--- config.mk ---
export PLATFORM = sky130hd
export DESIGN_NAME = host_rx_arbiter
export DESIGN_NICKNAME = d
export VERILOG_FILES = /design/src/rtl/host_rx_arbiter_pkg.sv /design/src/rtl/host_rx_arbiter_rr.sv /design/src/rtl/host_rx_arbiter.sv
export SDC_FILE = /design/constraint.sdc
export NUM_CORES = 1
export LEC_CHECK = 0
export BUFFER_PORTS_ARGS = -buffer_cell sky130_fd_sc_hd__buf_2
export CAP_MARGIN = 20
export CORE_AREA = 2 2 115 117
export CTS_CLUSTER_DIAMETER = 100
export DETAILED_ROUTE_END_ITERATION = 8
export DIE_AREA = 0 0 117 119
export GPL_TIMING_DRIVEN = 0
export SLEW_MARGIN = 20
export SYNTH_ARGS = -nofsm -noshare
export SYNTH_HDL_FRONTEND = slang
export SYNTH_HIERARCHICAL = 1
export SYNTH_SLANG_ARGS = --single-unit
--- constraint.sdc ---
create_clock -name clk_sys -period 7.47 [get_ports clk_sys]
set_input_delay 1.494 -clock clk_sys [delete_from_list [all_inputs] [get_ports clk_sys]]
set_output_delay 1.494 -clock clk_sys [all_outputs]
set_load 0.02 [all_outputs]
--- src/rtl/host_rx_arbiter_pkg.sv ---
// Shared types and helpers for the host receive arbiter slice (package host_rx_pkg).
package host_rx_pkg;

  typedef enum logic [1:0] {
    IDLE = 2'b00,
    XMIT = 2'b01,
    DROP = 2'b10
  } state_e;

  localparam int unsigned DEF_CH_NUM      = 4;
  localparam int unsigned DEF_DATA_W      = 9;
  localparam int unsigned DEF_TIMER_W     = 19;
  localparam int unsigned DEF_MAX_PKT_LEN = 2047;
  localparam int unsigned DEF_CH_W        = 3;

  function automatic int unsigned flag_bit(input int unsigned data_w);
    return data_w - 1;
  endfunction

  function automatic int unsigned ctrl_w(input int unsigned ch_w, input int unsigned timer_w);
    return ch_w + timer_w;
  endfunction

endpackage

--- src/rtl/host_rx_arbiter_rr.sv ---
// Round-robin priority scan: first requester at or after ptr_i (mod N) wins.
module rr_arbiter_n #(
  parameter int unsigned N     = 4,
  parameter int unsigned IDX_W = 3
) (
  input  logic [N-1:0]     req_i,
  input  logic [IDX_W-1:0] ptr_i,
  output logic             gnt_vld_o,
  output logic [N-1:0]     gnt_oh_o,
  output logic [IDX_W-1:0] gnt_idx_o
);

  always_comb begin
    int unsigned c;
    logic        found;
    c         = 0;
    found     = 1'b0;
    gnt_oh_o  = '0;
    gnt_idx_o = '0;
    for (int unsigned k = 0; k < N; k++) begin
      c = (32'(ptr_i) + k) % N;
      if (!found && req_i[c]) begin
        found       = 1'b1;
        gnt_oh_o[c] = 1'b1;
        gnt_idx_o   = IDX_W'(c);
      end
    end
    gnt_vld_o = found;
  end

endmodule

--- src/rtl/host_rx_arbiter.sv ---
// N-channel host receive front end: packet round-robin, head stamping, length limit.
// Optional per-channel packet counters: define HOST_RX_ARB_PKT_CNT_EN.
module host_rx_arbiter
  import host_rx_pkg::*;
#(
  parameter int unsigned CH_NUM      = DEF_CH_NUM,
  parameter int unsigned DATA_W      = DEF_DATA_W,
  parameter int unsigned TIMER_W     = DEF_TIMER_W,
  parameter int unsigned MAX_PKT_LEN = DEF_MAX_PKT_LEN,
  parameter int unsigned CH_W        = DEF_CH_W
) (
  input  logic                      clk_sys,
  input  logic                      reset_n,
  input  logic [1:0]                iv_cfg_finish,
  input  logic [CH_NUM*DATA_W-1:0]  iv_data,
  output logic [CH_NUM-1:0]         ov_data_rd,
  input  logic [CH_NUM-1:0]         iv_data_empty,
  input  logic [TIMER_W-1:0]        iv_timer,
  output logic [DATA_W-1:0]         ov_data,
  output logic                      o_data_wr,
  output logic [CH_W+TIMER_W-1:0]   ov_ctrl_data,
  output logic [1:0]                ov_state,
  output logic                      o_discard_pulse,
  output logic                      o_trunc_pulse,
  output logic [CH_NUM*16-1:0]      ov_pkt_cnt
);

  localparam int unsigned FLAG   = flag_bit(DATA_W);
  localparam int unsigned CTRL_W = ctrl_w(CH_W, TIMER_W);
  localparam int unsigned LEN_W  = $clog2(MAX_PKT_LEN + 1);

  state_e              state_q, state_d;
  logic [CH_W-1:0]     rr_q, rr_d, ch_q, ch_d;
  logic [LEN_W-1:0]    len_q, len_d, len_inc;
  logic [DATA_W-1:0]   data_q, data_d;
  logic                wr_q, wr_d, disc_q, disc_d, trunc_q, trunc_d;
  logic [CTRL_W-1:0]   ctrl_q, ctrl_d;

  logic                gnt_vld;
  logic [CH_NUM-1:0]   gnt_oh, sel_oh;
  logic [CH_W-1:0]     gnt_idx, sel;
  logic                sel_empty, pop, flag;
  logic [DATA_W-1:0]   sel_byte;

  rr_arbiter_n #(
    .N     (CH_NUM),
    .IDX_W (CH_W)
  ) u_rr (
    .req_i     (~iv_data_empty),
    .ptr_i     (rr_q),
    .gnt_vld_o (gnt_vld),
    .gnt_oh_o  (gnt_oh),
    .gnt_idx_o (gnt_idx)
  );

  assign sel = (state_q == IDLE) ? gnt_idx : ch_q;

  always_comb begin
    sel_empty = 1'b1;
    sel_byte  = '0;
    sel_oh    = '0;
    for (int unsigned i = 0; i < CH_NUM; i++) begin
      if (CH_W'(i) == sel) begin
        sel_empty = iv_data_empty[i];
        sel_byte  = iv_data[i*DATA_W +: DATA_W];
        sel_oh[i] = 1'b1;
      end
    end
  end

  // Pop is gated by reset_n so no FIFO is drained while the block is held in reset.
  assign pop        = reset_n && ((state_q == IDLE) ? gnt_vld : !sel_empty);
  assign ov_data_rd = pop ? ((state_q == IDLE) ? gnt_oh : sel_oh) : '0;
  assign flag       = sel_byte[FLAG];
  assign len_inc    = len_q + 1'b1;

  always_comb begin
    state_d = state_q;
    rr_d    = rr_q;
    ch_d    = ch_q;
    len_d   = len_q;
    data_d  = data_q;
    wr_d    = 1'b0;
    ctrl_d  = ctrl_q;
    disc_d  = 1'b0;
    trunc_d = 1'b0;
    unique case (state_q)
      IDLE: begin
        if (pop) begin
          rr_d = (gnt_idx == CH_W'(CH_NUM - 1)) ? '0 : gnt_idx + 1'b1;
          ch_d = gnt_idx;
          if (!flag) begin
            disc_d = 1'b1;
          end else if (iv_cfg_finish == 2'b00) begin
            disc_d  = 1'b1;
            state_d = DROP;
          end else begin
            state_d = XMIT;
            wr_d    = 1'b1;
            data_d  = sel_byte;
            ctrl_d  = {gnt_idx, iv_timer};
            len_d   = LEN_W'(1);
          end
        end
      end
      XMIT: begin
        if (pop) begin
          wr_d   = 1'b1;
          data_d = sel_byte;
          len_d  = len_inc;
          if (flag) begin
            state_d = IDLE;
          end else if (len_inc == LEN_W'(MAX_PKT_LEN)) begin
            data_d[FLAG] = 1'b1;
            trunc_d      = 1'b1;
            state_d      = DROP;
          end
        end
      end
      DROP: begin
        if (pop && flag) state_d = IDLE;
      end
      default: state_d = IDLE;
    endcase
  end

  always_ff @(posedge clk_sys or negedge reset_n) begin
    if (!reset_n) begin
      state_q <= IDLE;
      rr_q    <= '0;
      ch_q    <= '0;
      len_q   <= '0;
      data_q  <= '0;
      wr_q    <= 1'b0;
      ctrl_q  <= '0;
      disc_q  <= 1'b0;
      trunc_q <= 1'b0;
    end else begin
      state_q <= state_d;
      rr_q    <= rr_d;
      ch_q    <= ch_d;
      len_q   <= len_d;
      data_q  <= data_d;
      wr_q    <= wr_d;
      ctrl_q  <= ctrl_d;
      disc_q  <= disc_d;
      trunc_q <= trunc_d;
    end
  end

  assign ov_data         = data_q;
  assign o_data_wr       = wr_q;
  assign ov_ctrl_data    = ctrl_q;
  assign ov_state        = state_q;
  assign o_discard_pulse = disc_q;
  assign o_trunc_pulse   = trunc_q;

`ifdef HOST_RX_ARB_PKT_CNT_EN
  logic        tail_fwd;
  logic [15:0] cnt_q [CH_NUM];

  // Any forwarded byte that leaves XMIT is a tail, forced or natural.
  assign tail_fwd = (state_q == XMIT) && pop && (state_d != XMIT);

  always_ff @(posedge clk_sys or negedge reset_n) begin
    if (!reset_n) begin
      for (int unsigned i = 0; i < CH_NUM; i++) cnt_q[i] <= '0;
    end else if (tail_fwd) begin
      cnt_q[ch_q] <= cnt_q[ch_q] + 16'd1;
    end
  end

  always_comb begin
    ov_pkt_cnt = '0;
    for (int unsigned i = 0; i < CH_NUM; i++) ov_pkt_cnt[i*16 +: 16] = cnt_q[i];
  end
`else
  assign ov_pkt_cnt = '0;
`endif

endmodule
Yosys cells after proc, flatten, opt, wreduce, memory -nomap -nowiden
Index checks and enable logic that the tools add are counted.
Storage, ports and cells
  register bits after elaboration: 52
  bits of input ports: 63
  output and inout port bits: 104
Cells by class
  $add $sub $neg: 5
  order comparisons: 8
  equality and inequality tests: 13
  multiplexer cells: 77
  bitwise operators: 5
  reductions and logical operators: 21
Operators by type and width (count)
  two-way mux 9 bit: 8
  two-way mux 11 bit: 4
  two-way mux 1 bit: 34
  two-way mux 4 bit: 6
  case mux 11 bit (2 select lines): 1
  two-way mux 2 bit: 9
  case mux 9 bit (2 select lines): 1
  less-than comparator 2 x 3 -> 1 bit (second input constant): 4
  two-way mux 3 bit: 4
  OR 4 bit: 3
  adder 11 x 1 -> 11 bit (second input constant): 1
  == test 11 bit (second input constant): 1
  inequality test 2 bit (second input constant): 5
  AND reduction 5 bit: 2
  logical AND 1 bit: 9
  binary-select mux 1 bit (select 2 bit): 4
  demux 1 bit (select 2 bit): 4
  >= comparator 2 x 1 -> 1 bit (second input constant): 4
  == test 2 x 3 -> 1 bit (first input constant): 2
  case mux 2 bit (3 select lines): 1
  adder 2 x 1 -> 2 bit (second input constant): 2
  adder 2 bit (second input constant): 2
  logical NOT 1 bit: 4
  logical NOT 2 bit: 2
  other kinds (12): 12

Depth between registers and ports, before layout
  depth after elaboration: 25
  mapped depth: 17

By module
The synthesis kept the hierarchy.
Modules (own cells, without submodules)
  host_rx_arbiter: times used 1, cells each 323, area each 3319.4 µm², seq. area each 1326.3 µm²
  rr_arbiter_n: times used 1, cells each 47, area each 430.4 µm², seq. area each 0.0 µm²

Worst setup path before layout
Ideal clock, no wire load.
  path type: input -> output
  start point: in iv_data_empty[2]
  end point: out ov_data_rd[3]
  data arrival time: 3.887 ns
  data required time: 5.976 ns
  slack: 2.089 ns
  cell stages on the path: 9
  cell sequence: inv_1 > mux4_2 > buf_6 > o311ai_0 > a32o_1 > nor2b_1 > a21oi_1 > clkbuf_1 > o41ai_1
Between the ends
  word-level cells in the longest chain between the ends: 23
  elaborated cells between the ends (all ways): 45
RTL lines
  start, declared: RTL line host_rx_arbiter.sv:17  | input logic [CH_NUM-1:0] iv_data_empty,
  NOT 4 bit (*): RTL line host_rx_arbiter.sv:49  | .req_i (~iv_data_empty),
  binary-select mux 1 bit (select 2 bit): RTL line host_rx_arbiter_rr.sv:22  | if (!found && req_i[c]) begin
  two-way mux 1 bit (not written as such): RTL line host_rx_arbiter_rr.sv:22
  two-way mux 1 bit: RTL line host_rx_arbiter_rr.sv:22
  logical NOT 1 bit: RTL line host_rx_arbiter_rr.sv:22
  logical AND 1 bit: RTL line host_rx_arbiter_rr.sv:22
  two-way mux 1 bit: RTL line host_rx_arbiter_rr.sv:22
  logical NOT 1 bit: RTL line host_rx_arbiter_rr.sv:22
  (+5 left out)
  via gnt_idx[1]: RTL line host_rx_arbiter.sv:41  | logic [CH_W-1:0] gnt_idx, sel;
  two-way mux 3 bit (*): RTL line host_rx_arbiter.sv:56  | assign sel = (state_q == IDLE) ? gnt_idx : ch_q;
  logical NOT 3 bit: RTL line host_rx_arbiter.sv:63  | if (CH_W'(i) == sel) begin
  two-way mux 1 bit (4 in series): RTL line host_rx_arbiter.sv:63
  logical NOT 1 bit: RTL line host_rx_arbiter.sv:72  | assign pop = reset_n && ((state_q == IDLE) ? gnt_vld : !sel_empty);
  two-way mux 1 bit: RTL line host_rx_arbiter.sv:72
  logical AND 1 bit: RTL line host_rx_arbiter.sv:72
  two-way mux 4 bit (*): RTL line host_rx_arbiter.sv:73  | assign ov_data_rd = pop ? ((state_q == IDLE) ? gnt_oh : sel_oh) : '0;
  end, declared: RTL line host_rx_arbiter.sv:16  | output logic [CH_NUM-1:0] ov_data_rd,
The timed path passes the listed nets; every way through them passes the cells marked *. The select of a mux whose other input is x is not followed.

Worst setup path in the final report
  start point: in iv_data_empty[3]
  end point: out ov_data_rd[2]
The elaborated chain is that of the path after synthesis.

==> impl_results.html <==
<table>
<tr><th>Metric</th><th>Value</th></tr>
<tr><th colspan="2">Run status</th></tr>
<tr><td>Status</td><td>complete, no violations</td></tr>
<tr><th colspan="2">Synth</th></tr>
<tr><td>Area of the mapped netlist</td><td>roughly 3700 µm²</td></tr>
<tr><td>Synthesized area per cell</td><td>between 10 and 15 µm²</td></tr>
<tr><td>Synthesized instance count</td><td>about 370</td></tr>
<tr><td>Count of yosys warnings during synthesis</td><td>6</td></tr>
<tr><th colspan="2">Clocking</th></tr>
<tr><td>Number of resized instances in the post-cts repair step</td><td>0</td></tr>
<tr><td>Post-CTS repair timing setup buffer count</td><td>0</td></tr>
<tr><td>Root buffer selected by CTS</td><td>sky130_fd_sc_hd__clkbuf_16</td></tr>
<tr><td>Insertion delay to the later sink of the worst-skew pair</td><td>0.29 ns</td></tr>
<tr><td>Total clock buffers created by CTS</td><td>5</td></tr>
<tr><td>Sinks on Clock Net</td><td>between 50 and 60</td></tr>
<tr><td>Clock tree from TritonCTS</td><td>done</td></tr>
<tr><td>Clock-pin slew on the worst setup and hold paths</td><td>approximately 0.08 ns</td></tr>
<tr><td>Maximum level of the CTS H-tree</td><td>2</td></tr>
<tr><td>Max Root-Sink Buffers</td><td>2</td></tr>
<tr><td>Cts-stage hold buffer count</td><td>0</td></tr>
<tr><th colspan="2">Floorplan</th></tr>
<tr><td>I/O pins</td><td>167</td></tr>
<tr><td>Area of the die</td><td>13,900 µm²</td></tr>
<tr><td>Effective utilization at floorplan</td><td>28.8%</td></tr>
<tr><td>Vertical extent of the die</td><td>about 120 µm</td></tr>
<tr><td>Number of cell rows</td><td>42</td></tr>
<tr><td>Placeable Area</td><td>about 13,000 µm²</td></tr>
<tr><td>Die span in x</td><td>between 100 and 150 µm</td></tr>
<tr><th colspan="2">Timing</th></tr>
<tr><td>Slew Limit Fails</td><td>0</td></tr>
<tr><td>Setup violation total in the final timing report</td><td>0</td></tr>
<tr><td>Relative slew slack</td><td>between 30% and 40%</td></tr>
<tr><td>Number of hold violations in the final report</td><td>0</td></tr>
<tr><td>Worst-margin pin slew</td><td>0.969 ns</td></tr>
<tr><td>Clock period minus final worst setup slack</td><td>~5.8 ns</td></tr>
<tr><td>Final Cycle Share</td><td>about four fifths</td></tr>
<tr><td>Hold_ws</td><td>roughly 0.49 ns</td></tr>
<tr><td>Minimum setup slack in the final design</td><td>about 1.6 ns</td></tr>
<tr><td>Setup TNS</td><td>0 ns</td></tr>
<tr><td>Largest clock skew in the final design</td><td>roughly 0.0096 ns</td></tr>
<tr><td>Timing-limited maximum frequency</td><td>~170 MHz</td></tr>
<tr><td>Unrepaired setup endpoints after global routing</td><td>false</td></tr>
<tr><th colspan="2">Route</th></tr>
<tr><td>Drt initial violations</td><td>75</td></tr>
<tr><td>Routed wire per std cell</td><td>~12 µm</td></tr>
<tr><td>Wire length reported by the detailed router</td><td>8.58 mm</td></tr>
<tr><td>Via count</td><td>around 3,100</td></tr>
<tr><td>Count of antenna-violating nets left after detailed routing</td><td>0</td></tr>
<tr><td>Number of optimization iterations in the first detailed-route pass</td><td>4</td></tr>
<tr><td>Total DRC errors in the routed layout</td><td>0</td></tr>
<tr><td>Average vias per placed instance</td><td>~4.3</td></tr>
<tr><th colspan="2">Setup path</th></tr>
<tr><td>Kind of start point of the critical path</td><td>input pin</td></tr>
<tr><td>Type of the worst setup path</td><td>input pin to output port</td></tr>
<tr><td>Largest fanout on the critical path</td><td>10</td></tr>
<tr><td>Sort of element at the end of the critical path</td><td>output port</td></tr>
<tr><td>Start of the worst register-to-register path</td><td>rr_q[1]</td></tr>
<tr><td>Required time of the worst setup path</td><td>around 6.0 ns</td></tr>
<tr><td>Crit. Startpoint</td><td>iv_data_empty[3]</td></tr>
<tr><td>Arrival time of the worst setup path</td><td>approximately 4.4 ns</td></tr>
<tr><th colspan="2">Global routing</th></tr>
<tr><td>Maximum number of pins on one net before global-route repair</td><td>between 50 and 60</td></tr>
<tr><td>Global-route wire length before repair</td><td>13.8 mm</td></tr>
<tr><td>Vias in the first global route</td><td>between 2,000 and 3,000</td></tr>
<tr><td>Overall overflow remaining after global route</td><td>0</td></tr>
<tr><td>Initial antenna violation count</td><td>0</td></tr>
<tr><td>Overall Global Routing Usage</td><td>12.3%</td></tr>
<tr><th colspan="2">Place</th></tr>
<tr><td>Number of placed instances, taps included</td><td>a little over 700</td></tr>
<tr><td>Final estimated routing congestion in global placement</td><td>between 0.8 and 0.9</td></tr>
<tr><td>PortBufs</td><td>between 100 and 150</td></tr>
<tr><td>Placed cell area</td><td>approximately 4700 µm²</td></tr>
<tr><td>Worst slack at placement</td><td>between 1.5 and 2 ns</td></tr>
<tr><td>Post-detailed-placement half-perimeter wirelength</td><td>6.81 mm</td></tr>
<tr><th colspan="2">Final layout</th></tr>
<tr><td>Number of non-filler instances in the completed layout</td><td>716</td></tr>
<tr><td>Antenna Diode Count</td><td>0</td></tr>
<tr><td>Layout overhead on the synthesized area</td><td>30.1%</td></tr>
<tr><td>Share of final-layout standard cells stronger than drive strength 1</td><td>42.6%</td></tr>
<tr><td>Post-Layout Inst Area</td><td>4830 µm²</td></tr>
<tr><td>Count of nets after finishing</td><td>between 600 and 700</td></tr>
<tr><th colspan="2">Min path</th></tr>
<tr><td>Worst Hold Launch</td><td>ov_ctrl_data[21]</td></tr>
<tr><td>Class of the tightest hold or removal check</td><td>flip-flop to flip-flop</td></tr>
<tr><th colspan="2">Power and ir drop</th></tr>
<tr><td>Maximum ir drop on the vdd rail</td><td>119 µV</td></tr>
<tr><td>Static power due to leakage</td><td>between 2 and 3 nW</td></tr>
<tr><td>Total power per unit cell area</td><td>~370 nW/µm²</td></tr>
<tr><th colspan="2">Job</th></tr>
<tr><td>Total of max-cap violations</td><td>0</td></tr>
</table>
==> worst max-delay path: stages <==
cell and delay, ns:
sky130_fd_sc_hd__buf_2 0.12, sky130_fd_sc_hd__inv_1 0.09, sky130_fd_sc_hd__mux4_2 0.47, sky130_fd_sc_hd__buf_6 0.16
sky130_fd_sc_hd__nor4b_4 0.36, sky130_fd_sc_hd__nor2_1 0.08, sky130_fd_sc_hd__a32o_1 0.28, sky130_fd_sc_hd__nor2b_1 0.16
sky130_fd_sc_hd__a21oi_1 0.19, sky130_fd_sc_hd__clkbuf_1 0.44, sky130_fd_sc_hd__nor3_1 0.08, sky130_fd_sc_hd__a31oi_1 0.15
sky130_fd_sc_hd__nor2_1 0.06, sky130_fd_sc_hd__buf_2 0.20
==> per-layer routing <==
layer	up-vias	GRT usage [%]	share of wire, %	wire length, µm
met4	0	2.94	0.99	85
li1	1532	-	-	-
met3	7	2.54	6.8	585
met1	1423	15.0	43	3660
met5	-	0	0	0
met2	118	22.1	50	4250
==> path summary, 6_finish.rpt <==
check | end | slack, ns | depth (start not counted)
max in group asynchronous | ov_ctrl_data[2] | 5.74 | 1
min reg2reg | ov_ctrl_data[21] | 0.49 | 1
min in group asynchronous | o_trunc_pulse | 1.26 | 1
min | ov_ctrl_data[21] | 0.49 | 1
max | ov_data_rd[2] | 1.63 | 14
max reg2reg | ov_data[6] | 3.25 | 16
==> placed cells by master (no fill, tap or decap), types with 2 or more instances in the layout <==
master / count
sky130_fd_sc_hd__a21oi_1: 8
sky130_fd_sc_hd__a22oi_1: 9
sky130_fd_sc_hd__a31oi_1: 13
sky130_fd_sc_hd__and2_1: 2
sky130_fd_sc_hd__and4_1: 2
sky130_fd_sc_hd__buf_2: 104
sky130_fd_sc_hd__buf_4: 67
sky130_fd_sc_hd__buf_6: 6
sky130_fd_sc_hd__clkbuf_1: 8
sky130_fd_sc_hd__clkbuf_16: 5
sky130_fd_sc_hd__conb_1: 65
sky130_fd_sc_hd__dfrtp_1: 52
sky130_fd_sc_hd__ha_1: 8
sky130_fd_sc_hd__inv_1: 17
sky130_fd_sc_hd__mux2_2: 26
sky130_fd_sc_hd__mux2_4: 9
sky130_fd_sc_hd__mux2i_1: 22
sky130_fd_sc_hd__mux4_1: 2
sky130_fd_sc_hd__mux4_2: 2
sky130_fd_sc_hd__nand2_1: 15
sky130_fd_sc_hd__nand2b_1: 4
sky130_fd_sc_hd__nand3_1: 8
sky130_fd_sc_hd__nand4_1: 2
sky130_fd_sc_hd__nand4b_1: 2
sky130_fd_sc_hd__nor2_1: 19
sky130_fd_sc_hd__nor2b_1: 2
sky130_fd_sc_hd__nor3_1: 5
sky130_fd_sc_hd__nor3b_1: 3
sky130_fd_sc_hd__nor4_1: 2
sky130_fd_sc_hd__o211ai_1: 2
sky130_fd_sc_hd__o21ai_0: 9
sky130_fd_sc_hd__o22ai_1: 9
sky130_fd_sc_hd__o31ai_1: 4
==> where the power goes <==
| group | internal (mW) | total, mW | switching, mW |
|---|---|---|---|
| combinational | 0.489 | 1.09 | 0.601 |
| sequential | 0.390 | 0.466 | 0.0758 |
| clock | 0.125 | 0.234 | 0.109 |
| total | 1.00 | 1.79 | 0.786 |
==> metrics by stage <==
step	total power, mW	util [%]
2_1_floorplan	1.30	-
3_3_place_gp	1.55	36.4
3_5_place_dp	1.57	36.4
4_1_cts	1.81	37.5
5_1_grt	1.94	37.5
6_report	1.79	37.5
==> layout make-up <==
class                           instances  area (µm²)
Clock buffer                            5         125
Sequential cell                        52        1300
Clock inverter                          3        21.3
Tap cell                              176         220
Fill cell                            1319        8050
Inverter                               17        63.8
Multi-Input combinational cell        278        1980
Timing Repair Buffer                  102         513
Buffer                                 83         608
==> sequential cells by signal (all words and copies together), names as in the netlist <==
| signal | flops |
|---|---|
| ov_data | 9 |
| len_q | 11 |
| o_data_wr | 1 |
| ov_state | 2 |
| o_trunc_pulse | 1 |
| o_discard_pulse | 1 |
| ov_ctrl_data | 22 |
| rr_q | 2 |
| ch_q | 3 |
Note: power is estimated with default switching activity, not from simulation.
